[config.mk]
export PLATFORM = sky130hd
export DESIGN_NAME = int_arb
export DESIGN_NICKNAME = d
export VERILOG_FILES = /design/src/rtl/int_arb.sv
export SDC_FILE = /design/constraint.sdc
export NUM_CORES = 1
export LEC_CHECK = 0
export CAP_MARGIN = 20
export CELL_PAD_IN_SITES_DETAIL_PLACEMENT = 0
export CELL_PAD_IN_SITES_GLOBAL_PLACEMENT = 1
export CORE_MARGIN = 8
export CORE_UTILIZATION = 38
export DETAILED_ROUTE_END_ITERATION = 7
export HOLD_SLACK_MARGIN = 0.08
export MAX_ROUTING_LAYER = met4
export PLACE_DENSITY_LB_ADDON = 0.1
export SYNTH_ARGS = -nofsm -noshare
export SYNTH_HDL_FRONTEND = slang
export SYNTH_SLANG_ARGS = --single-unit
[constraint.sdc]
create_clock -name apb_pclk -period 6.51 [get_ports apb_pclk]
set_input_delay 0.651 -clock apb_pclk [delete_from_list [all_inputs] [get_ports apb_pclk]]
set_output_delay 0.651 -clock apb_pclk [all_outputs]
set_load 0.1 [all_outputs]
[src/rtl/int_arb.sv]
// Interrupt arbiter: masked/in-service gating, fixed or round-robin selection, APB register file.
// Optional nesting (fixed-priority preemption from SERVICE) is compiled in with INT_ARB_NEST_EN.
module int_arb (
  input  logic        apb_pclk,
  input  logic        apb_prstn,
  input  logic        apb_psel,
  input  logic        apb_penable,
  input  logic        apb_pwrite,
  input  logic [19:0] apb_paddr,
  input  logic [7:0]  apb_pwdata,
  output logic [7:0]  apb_prdata,
  input  logic [7:0]  int_pend,
  output logic        cpu_irq,
  output logic [2:0]  cpu_vec,
  input  logic        cpu_ack
);

  localparam logic [19:0] ADDR_MASK = 20'h00000;
  localparam logic [19:0] ADDR_MODE = 20'h00004;
  localparam logic [19:0] ADDR_ISR  = 20'h00008;
  localparam logic [19:0] ADDR_EOI  = 20'h0000C;
  localparam logic [19:0] ADDR_VEC  = 20'h00010;

  typedef enum logic [1:0] {S_IDLE, S_REQ, S_SERVICE} state_t;

  state_t      r_state;
  state_t      w_state_nxt;
  logic [7:0]  r_mask;
  logic        r_mode;
  logic        r_mode_act;
  logic [7:0]  r_isr;
  logic [2:0]  r_rr_ptr;
  logic [2:0]  r_vec;

  logic        w_wr;
  logic        w_wr_mask;
  logic        w_wr_mode;
  logic        w_wr_eoi;
  logic [7:0]  w_eoi_clr;
  logic        w_mode_eff;
  logic [7:0]  w_elig;
  logic [2:0]  w_fix_win;
  logic [2:0]  w_rr_win;
  logic        w_rr_hit;
  logic [2:0]  w_rr_idx;
  logic [2:0]  w_win_sel;
  logic        w_ack_ok;
  logic [7:0]  w_isr_clr;
  logic [7:0]  w_isr_nxt;
  logic        w_vec_live;
  logic        w_nest_req;
  logic        w_latch;

  assign w_wr      = apb_psel & apb_penable & apb_pwrite;
  assign w_wr_mask = w_wr && (apb_paddr == ADDR_MASK);
  assign w_wr_mode = w_wr && (apb_paddr == ADDR_MODE);
  assign w_wr_eoi  = w_wr && (apb_paddr == ADDR_EOI);
  assign w_eoi_clr = w_wr_eoi ? apb_pwdata : '0;

  // Mode follows the stored register while idle and is frozen otherwise, so a
  // write outside IDLE takes effect automatically on the next IDLE cycle.
  assign w_mode_eff = (r_state == S_IDLE) ? r_mode : r_mode_act;

  assign w_elig     = int_pend & r_mask & ~r_isr;
  assign w_ack_ok   = cpu_ack && (r_state == S_REQ);
  assign w_isr_clr  = r_isr & ~w_eoi_clr;
  assign w_isr_nxt  = w_isr_clr | (w_ack_ok ? (8'd1 << r_vec) : '0);
  assign w_vec_live = int_pend[r_vec] & r_mask[r_vec];

  always_comb begin
    w_fix_win = '0;
    for (int unsigned i = 0; i < 8; i++) begin
      if (w_elig[7-i]) w_fix_win = 3'(7 - i);
    end
  end

  always_comb begin
    w_rr_win = '0;
    w_rr_hit = 1'b0;
    w_rr_idx = '0;
    for (int unsigned i = 0; i < 8; i++) begin
      w_rr_idx = r_rr_ptr + 3'(i);
      if (!w_rr_hit && w_elig[w_rr_idx]) begin
        w_rr_win = w_rr_idx;
        w_rr_hit = 1'b1;
      end
    end
  end

`ifdef INT_ARB_NEST_EN
  logic [2:0] w_isr_low;

  always_comb begin
    w_isr_low = '0;
    for (int unsigned i = 0; i < 8; i++) begin
      if (r_isr[7-i]) w_isr_low = 3'(7 - i);
    end
  end

  assign w_nest_req = !w_mode_eff && (|w_elig) && (w_fix_win < w_isr_low);
`else
  assign w_nest_req = 1'b0;
`endif

  always_ff @(posedge apb_pclk or negedge apb_prstn) begin
    if (!apb_prstn) r_state <= S_IDLE;
    else            r_state <= w_state_nxt;
  end

  always_comb begin
    w_state_nxt = r_state;
    case (r_state)
      S_IDLE: begin
        if (|w_elig) w_state_nxt = S_REQ;
      end
      S_REQ: begin
        if (w_ack_ok)        w_state_nxt = S_SERVICE;
        else if (!w_vec_live) w_state_nxt = (|w_isr_clr) ? S_SERVICE : S_IDLE;
      end
      S_SERVICE: begin
        if (w_isr_nxt == '0) w_state_nxt = S_IDLE;
        else if (w_nest_req) w_state_nxt = S_REQ;
      end
      default: w_state_nxt = S_IDLE;
    endcase
  end

  always_comb begin
    cpu_irq   = (r_state == S_REQ);
    cpu_vec   = r_vec;
    w_latch   = (r_state != S_REQ) && (w_state_nxt == S_REQ);
    w_win_sel = (r_state == S_IDLE && w_mode_eff) ? w_rr_win : w_fix_win;
    case (apb_paddr)
      ADDR_MASK: apb_prdata = r_mask;
      ADDR_MODE: apb_prdata = {7'b0, r_mode};
      ADDR_ISR:  apb_prdata = r_isr;
      ADDR_VEC:  apb_prdata = {cpu_irq, 4'b0, r_vec};
      default:   apb_prdata = '0;
    endcase
  end

  always_ff @(posedge apb_pclk or negedge apb_prstn) begin
    if (!apb_prstn) begin
      r_mask     <= '0;
      r_mode     <= 1'b0;
      r_mode_act <= 1'b0;
      r_isr      <= '0;
      r_rr_ptr   <= '0;
      r_vec      <= '0;
    end else begin
      r_mode_act <= w_mode_eff;
      r_isr      <= w_isr_nxt;
      if (w_wr_mask) r_mask   <= apb_pwdata;
      if (w_wr_mode) r_mode   <= apb_pwdata[0];
      if (w_ack_ok)  r_rr_ptr <= r_vec + 3'd1;
      if (w_latch)   r_vec    <= w_win_sel;
    end
  end

endmodule
==> metrics <==
clock period minus worst slack ~4600 ps; Post-CTS Setup Inserts 0; post-DP HPWL 6530 um; initial drt markers 130; Crit. End Element output pin; largest family of logic cells by synthesized area multiplexers; unrepaired setup endpoints after global routing no; Slew Limit Fails 0; chip height 99.5 um; largest net degree at the start of global routing 26; Largest stage delay, worst path around 1100 ps; part of the power in registers 55.6%; cts bufs inserted 3; post-synthesis mux area share 23.0%; first-pass GRT wire length 13700 um; core area around 0.0068 sq mm; Final Skew 8.89 ps; CP Cell Sequence clkdlybuf4s50_1 > nor4_1 > nand3b_1 > nor4b_2 > a222oi_1 > inv_1 > clkdlybuf4s50_1; DP Area 0.00322 sq mm; CTS tree yes; H-tree depth 1; clock power share 32.4%; WP data required 5860 ps; Synth Area in XOR/XNOR 1.32%; Final Core Density approximately 48%; antenna cells 0; initial antenna violation count 0; Max Cap Violations 0; number of synthesized flops with an enable pin 0; post-synth top area share 23.6%; Yosys top cell by area dfrtp_1; Post-Synth Simple-Gate Area 22.9%; crit path DAT 3980 ps; detailed-router iteration count before antenna repair 4; Final ANT Viol Nets 0; CP Launch Type primary input; Via density 6.03; Crit-path slowest cell clkdlybuf4s50_1; number of global-route vias before repair 2591; sw frac between 20 and 25%; die width between 90 and 100 um; # IOs 54; die area a little under 0.01 sq mm; buffers added on ports 53; cell mode on critical path clkdlybuf4s50_1; cell family with most CP delay buffers and inverters; Clock transition at path regs 80 ps; layout cells sized above 1 13.7%; Setup Crit Path Kind in2out; GR Util All Layers 17.7%; cell area power density approximately 85 mW/mm^2; final instance area 0.00327 sq mm; Synth Area in Compound Gates 20.8%; placement row count 30; maximum vdd drop 0.108 mV; Seq/Total Area, Yosys a little under a quarter; drt drc 0; P_leak 1.38 nW; GPL Wtd Cong 0.904; Yosys warning count 0; Most used DFF post-synth dfrtp_1; WL/cell 20.0 um; starting density of the core 39.2%; Switching Power just under 0.06 mW; Synth Instances between 200 and 300; Synth Area in Adders 3.78%; Bufs and invs on worst path 3; Mapped Area 0.00265 sq mm; Avg Inst Size Synth between 9 and 10 sq um; GRT Residual Overflow 0; outcome finished clean; Hold Worst Slack 602 ps; hold buffer count at cts 0; Logic pwr share 12.0%; asr flop ratio synth 100%; total power 0.279 mW; P&R area growth vs syn 23.3%; dominant cells by area after synthesis dfrtp_1 24%, mux4_2 9.3%, mux2_2 4.2%; Mapped Nets 333; crit-path max FO 8; clk sinks 25; slew margin rel. 33.6%; post_cts resized 0; final hold vios 0; Unique masters post-synth 62; clk_lat worst skew between 200 and 300 ps; Tcrit/Tclk final between 70% and 80%; WL final 8170 um; Root Driver clkbuf_8; Via Count 2468; cell-internal power about 0.22 mW; #FFs+latches synth 25; FMAX 0.216 GHz; final setup violation count 0; maximum clock path buffer count 2; actual slew at the worst max-slew pin 994 ps; final setup TNS 0 ps; worst hold path class reg2reg; # nets final 380
[power by group through the flow]
stage / combinational, mW / sequential, mW / clock [mW]
after global placement: 0.0334 / 0.158 / 0
after global routing: 0.0364 / 0.155 / 0.0992
after detailed placement: 0.0337 / 0.158 / 0
final: 0.0335 / 0.155 / 0.0903
after floorplan: 0.00206 / 0.158 / 0
after CTS: 0.0338 / 0.155 / 0.0947
[worst min-delay path, delay by kind of cell (launching register included)]
kind	cells	cell delay [ps]
flip-flops	1	380
AO/OA/AOI/OAI	1	60
AND/OR/NAND/NOR	1	130
[path summary, 6_finish.rpt]
path / slack, ps / start / depth (start not counted) / endpoint
min in group asynchronous: 740 / apb_prstn / 2 / r_rr_ptr[0]
worst min-delay path: 600 / r_state[0] / 2 / r_state[1]
worst min register to register: 600 / r_state[0] / 2 / r_state[1]
worst max-delay path: 1880 / apb_paddr[13] / 7 / apb_prdata[7]
worst max register to register: 2620 / r_rr_ptr[0] / 10 / cpu_vec[1]
max in group asynchronous: 5520 / apb_prstn / 2 / r_mask[7]
[layout make-up]
cell class              count  area [sq um]
fillers                   675          3490
multi-input cells         231          1900
flip-flops and latches     25           626
well taps                  80           100
repair buffers             54           538
clock buffers               3          41.3
clock inverters             1          5.00
inverters                  15          56.3
[sequential cells by signal (all words and copies together) (netlist names)]
signal / count
r_state: 2
r_isr: 8
r_mode: 1
cpu_vec: 3
r_mask: 8
r_rr_ptr: 3
[logic make-up (layout without fill, tap and decap cells)]
| group | count (synthesis) | after routing |
|---|---|---|
| and+or+nand+nor | 103 | 103 |
| muxes | 38 | 38 |
| DFF | 25 | 25 |
| xor gates and xnor gates | 4 | 4 |
| AOI/OAI and AO/OA | 78 | 78 |
| buffers and inverters | 27 | 73 |
| adders and majority gates | 8 | 8 |
[layer usage]
metal	GRT usage [%]	vias to the layer above	wire length, um
met5	-	-	0
met4	4.66	0	88
met3	1.33	8	254
met2	30.0	73	4080
met1	22.2	1196	3750
li1	-	1191	-
[placed cells by master (no fill, tap or decap), types with 2 or more instances in the layout]
master / count
mux2_4: 2
mux4_2: 11
a31o_2: 5
o21ai_0: 15
mux2i_1: 10
clkdlybuf4s50_1: 53
a211oi_1: 2
inv_2: 2
ha_1: 8
nor3_2: 2
nor3_1: 4
nand3b_1: 10
a221o_1: 2
nand4_1: 4
inv_1: 13
nor2_1: 19
o21ai_1: 3
a21oi_1: 10
nand2b_1: 3
mux4_1: 4
a31oi_1: 8
a21boi_0: 8
o31ai_1: 3
and3b_1: 9
and2_1: 4
nor4b_2: 2
clkbuf_8: 3
dfrtp_1: 25
nand2_1: 23
nand3_1: 5
xor2_1: 3
a21o_1: 5
a22o_1: 4
mux2_2: 10
a222oi_1: 3
nor4_1: 7
[Yosys cell counts, drive strengths merged, types with 6 or more instances]
cell type  count
mux2i         11
nand3b        10
nor2          20
mux4          15
a21boi         8
o21ai         18
buf            7
and3b          9
nor4           7
inv           15
ha             8
dfrtp         25
a31oi          8
mux2          12
nor3           6
a21oi         10
nand2         25
[metrics by stage]
step,setup WS (ps),instances
after global routing,1640,409
after detailed placement,1860,405
after global placement,1950,405
final,1880,409
after floorplan,3110,283
after CTS,1840,409
(Power assumes the default switching activity.)
==> variant 1, RTL diff (config.mk and constraints unchanged) <==
Build with the macro `INT_ARB_NEST_EN` defined.
--- a/src/rtl/int_arb.sv
+++ b/src/rtl/int_arb.sv
@@ -2,2 +2,4 @@
 // Optional nesting (fixed-priority preemption from SERVICE) is compiled in with INT_ARB_NEST_EN.
+`define INT_ARB_NEST_EN
+
 module int_arb (
Check against the original RTL: not equivalent (a bounded check fails within 10 cycles, from zero or initial values and one cycle with apb_prstn low).
==> variant 1 against the unedited design <==
Total power grew 21%. Sequential cell count grew 1. Final cell count is 14% higher. Highest routed layer unchanged. Setup slack worse by 0.088 ns. Fmax decreased by 1.9%. Routed wire length rose by 12%. Design area up 4.4%. Area after synthesis rose by 4.3%.
==> variant 1: results (changes against the unedited design) <==
status = finished clean
DRT iter0 DRCs = 352 (+170%)
Total Routing Usage GR = 18.7% (+0.98 points)
clk cell area share = 2.09% (+0.67 points)
Worst IR Drop VDD = 74.0 µV (-31%)
Int Power = 0.267 mW (+21%)
vias in the first global route = 2675 (+3.2%)
leakage power total = 1.46 nW (+6.2%)
post-synthesis cell count = 323 (+14%)
sequential share of the synthesized area = 23.5% (-0.067 points)
post-synthesis adder-cell area fraction = 4.53% (+0.75 points)
Register Area = 651 µm² (+4.0%)
multi-input gates = 262 (+13%)
first-pass GRT wire length = 14.7 mm (+6.9%)
HPWL Detailed = 7.29 mm (+12%)
DP Area = 3340 µm² (+3.7%)
Post-Route WL = 9.16 mm (+12%)
Final nets = 419 (+10%)
cell row count = 31 (+3.3%)
final non-filler cell total = 465 (+14%)
fill count = 726 (+7.6%)
Cell variety after synth = 58 (-6.5%)
Multi-input gate area = 1950 µm² (+2.8%)
fraction of area in multi-input gates = 57.2% (-0.93 points)
relative slew slack = 34.0% (+0.48 points)
-- variant 1: critical path, cell delays in order --
cell	delay, ns
clkdlybuf4s50_1	0.40
nor4_1	0.29
nand3_1	0.26
or2_2	0.38
nor3b_1	0.69
a221o_1	0.26
clkdlybuf4s50_1	1.13
-- variant 1: path summary, 6_finish.rpt --
kind / startpoint / to / slack [ns] / cells past startpoint
worst max register to register: r_rr_ptr[0] / cpu_vec[1] / 2.57 / 10
max in group asynchronous: apb_prstn / r_mask[4] / 5.50 / 2
worst min register to register: r_mode_act / r_mode_act / 0.56 / 2
min in group asynchronous: apb_prstn / cpu_vec[1] / 0.74 / 2
worst min-delay path: r_mode_act / r_mode_act / 0.56 / 2
worst max-delay path: apb_paddr[13] / apb_prdata[0] / 1.79 / 7
-- variant 1: logic make-up (layout without fill, tap and decap cells) --
| group | after synthesis | in the layout |
|---|---|---|
| xor gates and xnor gates | 3 | 3 |
| DFF | 26 | 26 |
| and+or+nand+nor | 127 | 127 |
| muxes | 39 | 39 |
| AOI/OAI and AO/OA | 83 | 83 |
| adders and majority gates | 10 | 10 |
| buffers and inverters | 35 | 78 |
-- variant 1: power by group through the flow --
| stage | clock, mW | sequential (mW) | combinational, mW |
|---|---|---|---|
| after detailed placement | 0 | 0.165 | 0.0369 |
| after CTS | 0.140 | 0.161 | 0.0370 |
| after global routing | 0.147 | 0.161 | 0.0397 |
| after floorplan | 0 | 0.165 | 0.00304 |
| after global placement | 0 | 0.165 | 0.0370 |
| final | 0.139 | 0.161 | 0.0369 |
-- variant 1: per-layer routing --
| metal | GRT usage, % | routed length [µm] |
|---|---|---|
| met2 | 28.0 | 4190 |
| met5 | - | 0 |
| met4 | 2.63 | 70 |
| met1 | 26.7 | 4470 |
| met3 | 2.20 | 426 |
==> variant 2, RTL diff (config.mk and constraints unchanged) <==
Without the edit above. Re-encode `state_t` (3 states) as one-hot, 3 bits wide.
--- a/src/rtl/int_arb.sv
+++ b/src/rtl/int_arb.sv
@@ -23,3 +23,3 @@
 
-  typedef enum logic [1:0] {S_IDLE, S_REQ, S_SERVICE} state_t;
+  typedef enum logic [2:0] {S_IDLE = 3'b001, S_REQ = 3'b010, S_SERVICE = 3'b100} state_t;
 
Function: no difference found for any inputs over 4 cycles, from zero or initial values and one cycle with apb_prstn low; so few cycles prove little.
==> variant 2 against the unedited design <==
Non-clock buffer count up 2. Sequential cell count rose by 1. Critical path depth is 2 higher. Total power is 20% higher. Design area rose by 5.4%. Area after synthesis is 3.9% higher. Setup slack better by 0.14 ns. Via count grew 13%. Synthesized cell count grew 8.8%. Routed wire length rose by 15%. Critical path type unchanged. Largest power group unchanged. Highest routed layer unchanged.
==> variant 2: results (changes against the unedited design) <==
status = finished clean
Final GP Congestion = 0.828 (-8.4%)
DR vias/cell = 6.15 (+1.9%)
layout cell share with drive strength beyond 1 = 14.6% (+0.97 points)
XOR/XNOR share of the synthesized area = 1.86% (+0.54 points)
Total Routing Usage GR = 19.7% (+2.0 points)
YS warnings = 0 (unchanged)
Critical Path AT = 3.84 ns (-0.14 ns)
first-pass detailed-route iteration total = 6 (+2)
skew final = 0.00409 ns (-0.00480 ns)
largest net degree at the start of global routing = 27 (+3.8%)
syn_nets = 358 (+7.5%)
post-synthesis adder-cell area fraction = 3.64% (-0.14 points)
sequential share of the synthesized area = 23.7% (+0.075 points)
synth cell count leaders = dfrtp_1, a21oi_1, nand2_1
complex-gate fraction of the synthesized area = 28.2% (+7.5 points)
met1 WL = 4.13 mm (+10%)
Net Sw Frac = 20.3% (-0.46 points)
Post-Route WL = 9.42 mm (+15%)
fill count = 744 (+10%)
largest family of logic cells by synthesized area = compound AO/OA/AOI/OAI gates
dpl ws = 2.03 ns (+0.162 ns)
vias in the first global route = 2837 (+9.5%)
first-pass GRT wire length = 15.4 mm (+12%)
worst slew pin tran = 1.06 ns (+0.0624 ns)
leakage power total = 1.37 nW (-0.80%)
HPWL Detailed = 7.48 mm (+15%)
mux contribution to synthesized area = 13.0% (-9.9 points)
variant 2: cell count changes after synthesis, sizes merged, moves of 5 or more:
cell     before  now
mux4         15    7
o21ai        18   10
o2111ai       0    8
or2           1    7
a21oi        10   21
a2111oi       0    5
variant 2: path summary, 6_finish.rpt:
kind | start | end | slack, ns | cells past startpoint
max | apb_paddr[9] | apb_prdata[7] | 2.01 | 9
min | r_mask[6] | r_mask[6] | 0.63 | 1
max reg2reg | r_rr_ptr[1] | cpu_vec[1] | 2.83 | 11
min reg2reg | r_mask[6] | r_mask[6] | 0.63 | 1
max in group asynchronous | apb_prstn | r_state[0] | 5.48 | 2
min in group asynchronous | apb_prstn | r_isr[3] | 0.73 | 2
variant 2: cell type report:
class / count / area share (%)
Multi-Input combinational cell: 254 / 57.7
Sequential cell: 26 / 18.9
Timing Repair Buffer: 56 / 16.1
Tap cell: 99 / 3.60
Inverter: 15 / 1.64
Clock buffer: 3 / 1.20
Clock inverter: 1 / 0.872
variant 2: worst register-to-register path, cell delays in order (launching register included):
cell      delay (ns)
dfrtp_1         0.34
buf_4           0.27
inv_1           0.27
ha_1            0.77
inv_1           0.28
mux4_2          0.41
mux2i_1         0.38
nor2_1          0.07
a31o_2          0.23
o41ai_1         0.27
a21oi_1         0.11
a211oi_2        0.21
variant 2: stage by stage:
stage	hold slack (ns)	power, mW	std cells	instance area [µm²]
after floorplan	0.355	0.167	308	2750
final	0.626	0.335	454	3440
after detailed placement	0.583	0.200	450	3370
after global placement	0.573	0.200	450	3370
after global routing	0.650	0.348	454	3440
after CTS	0.615	0.337	454	3440
variant 2: per-layer routing:
metal  vias to the layer above  global-route usage [%]
li1                       1319                       -
met1                      1381                    24.6
met2                        78                    33.6
met3                        13                    1.31
met4                         0                    5.27
met5                         -                       -
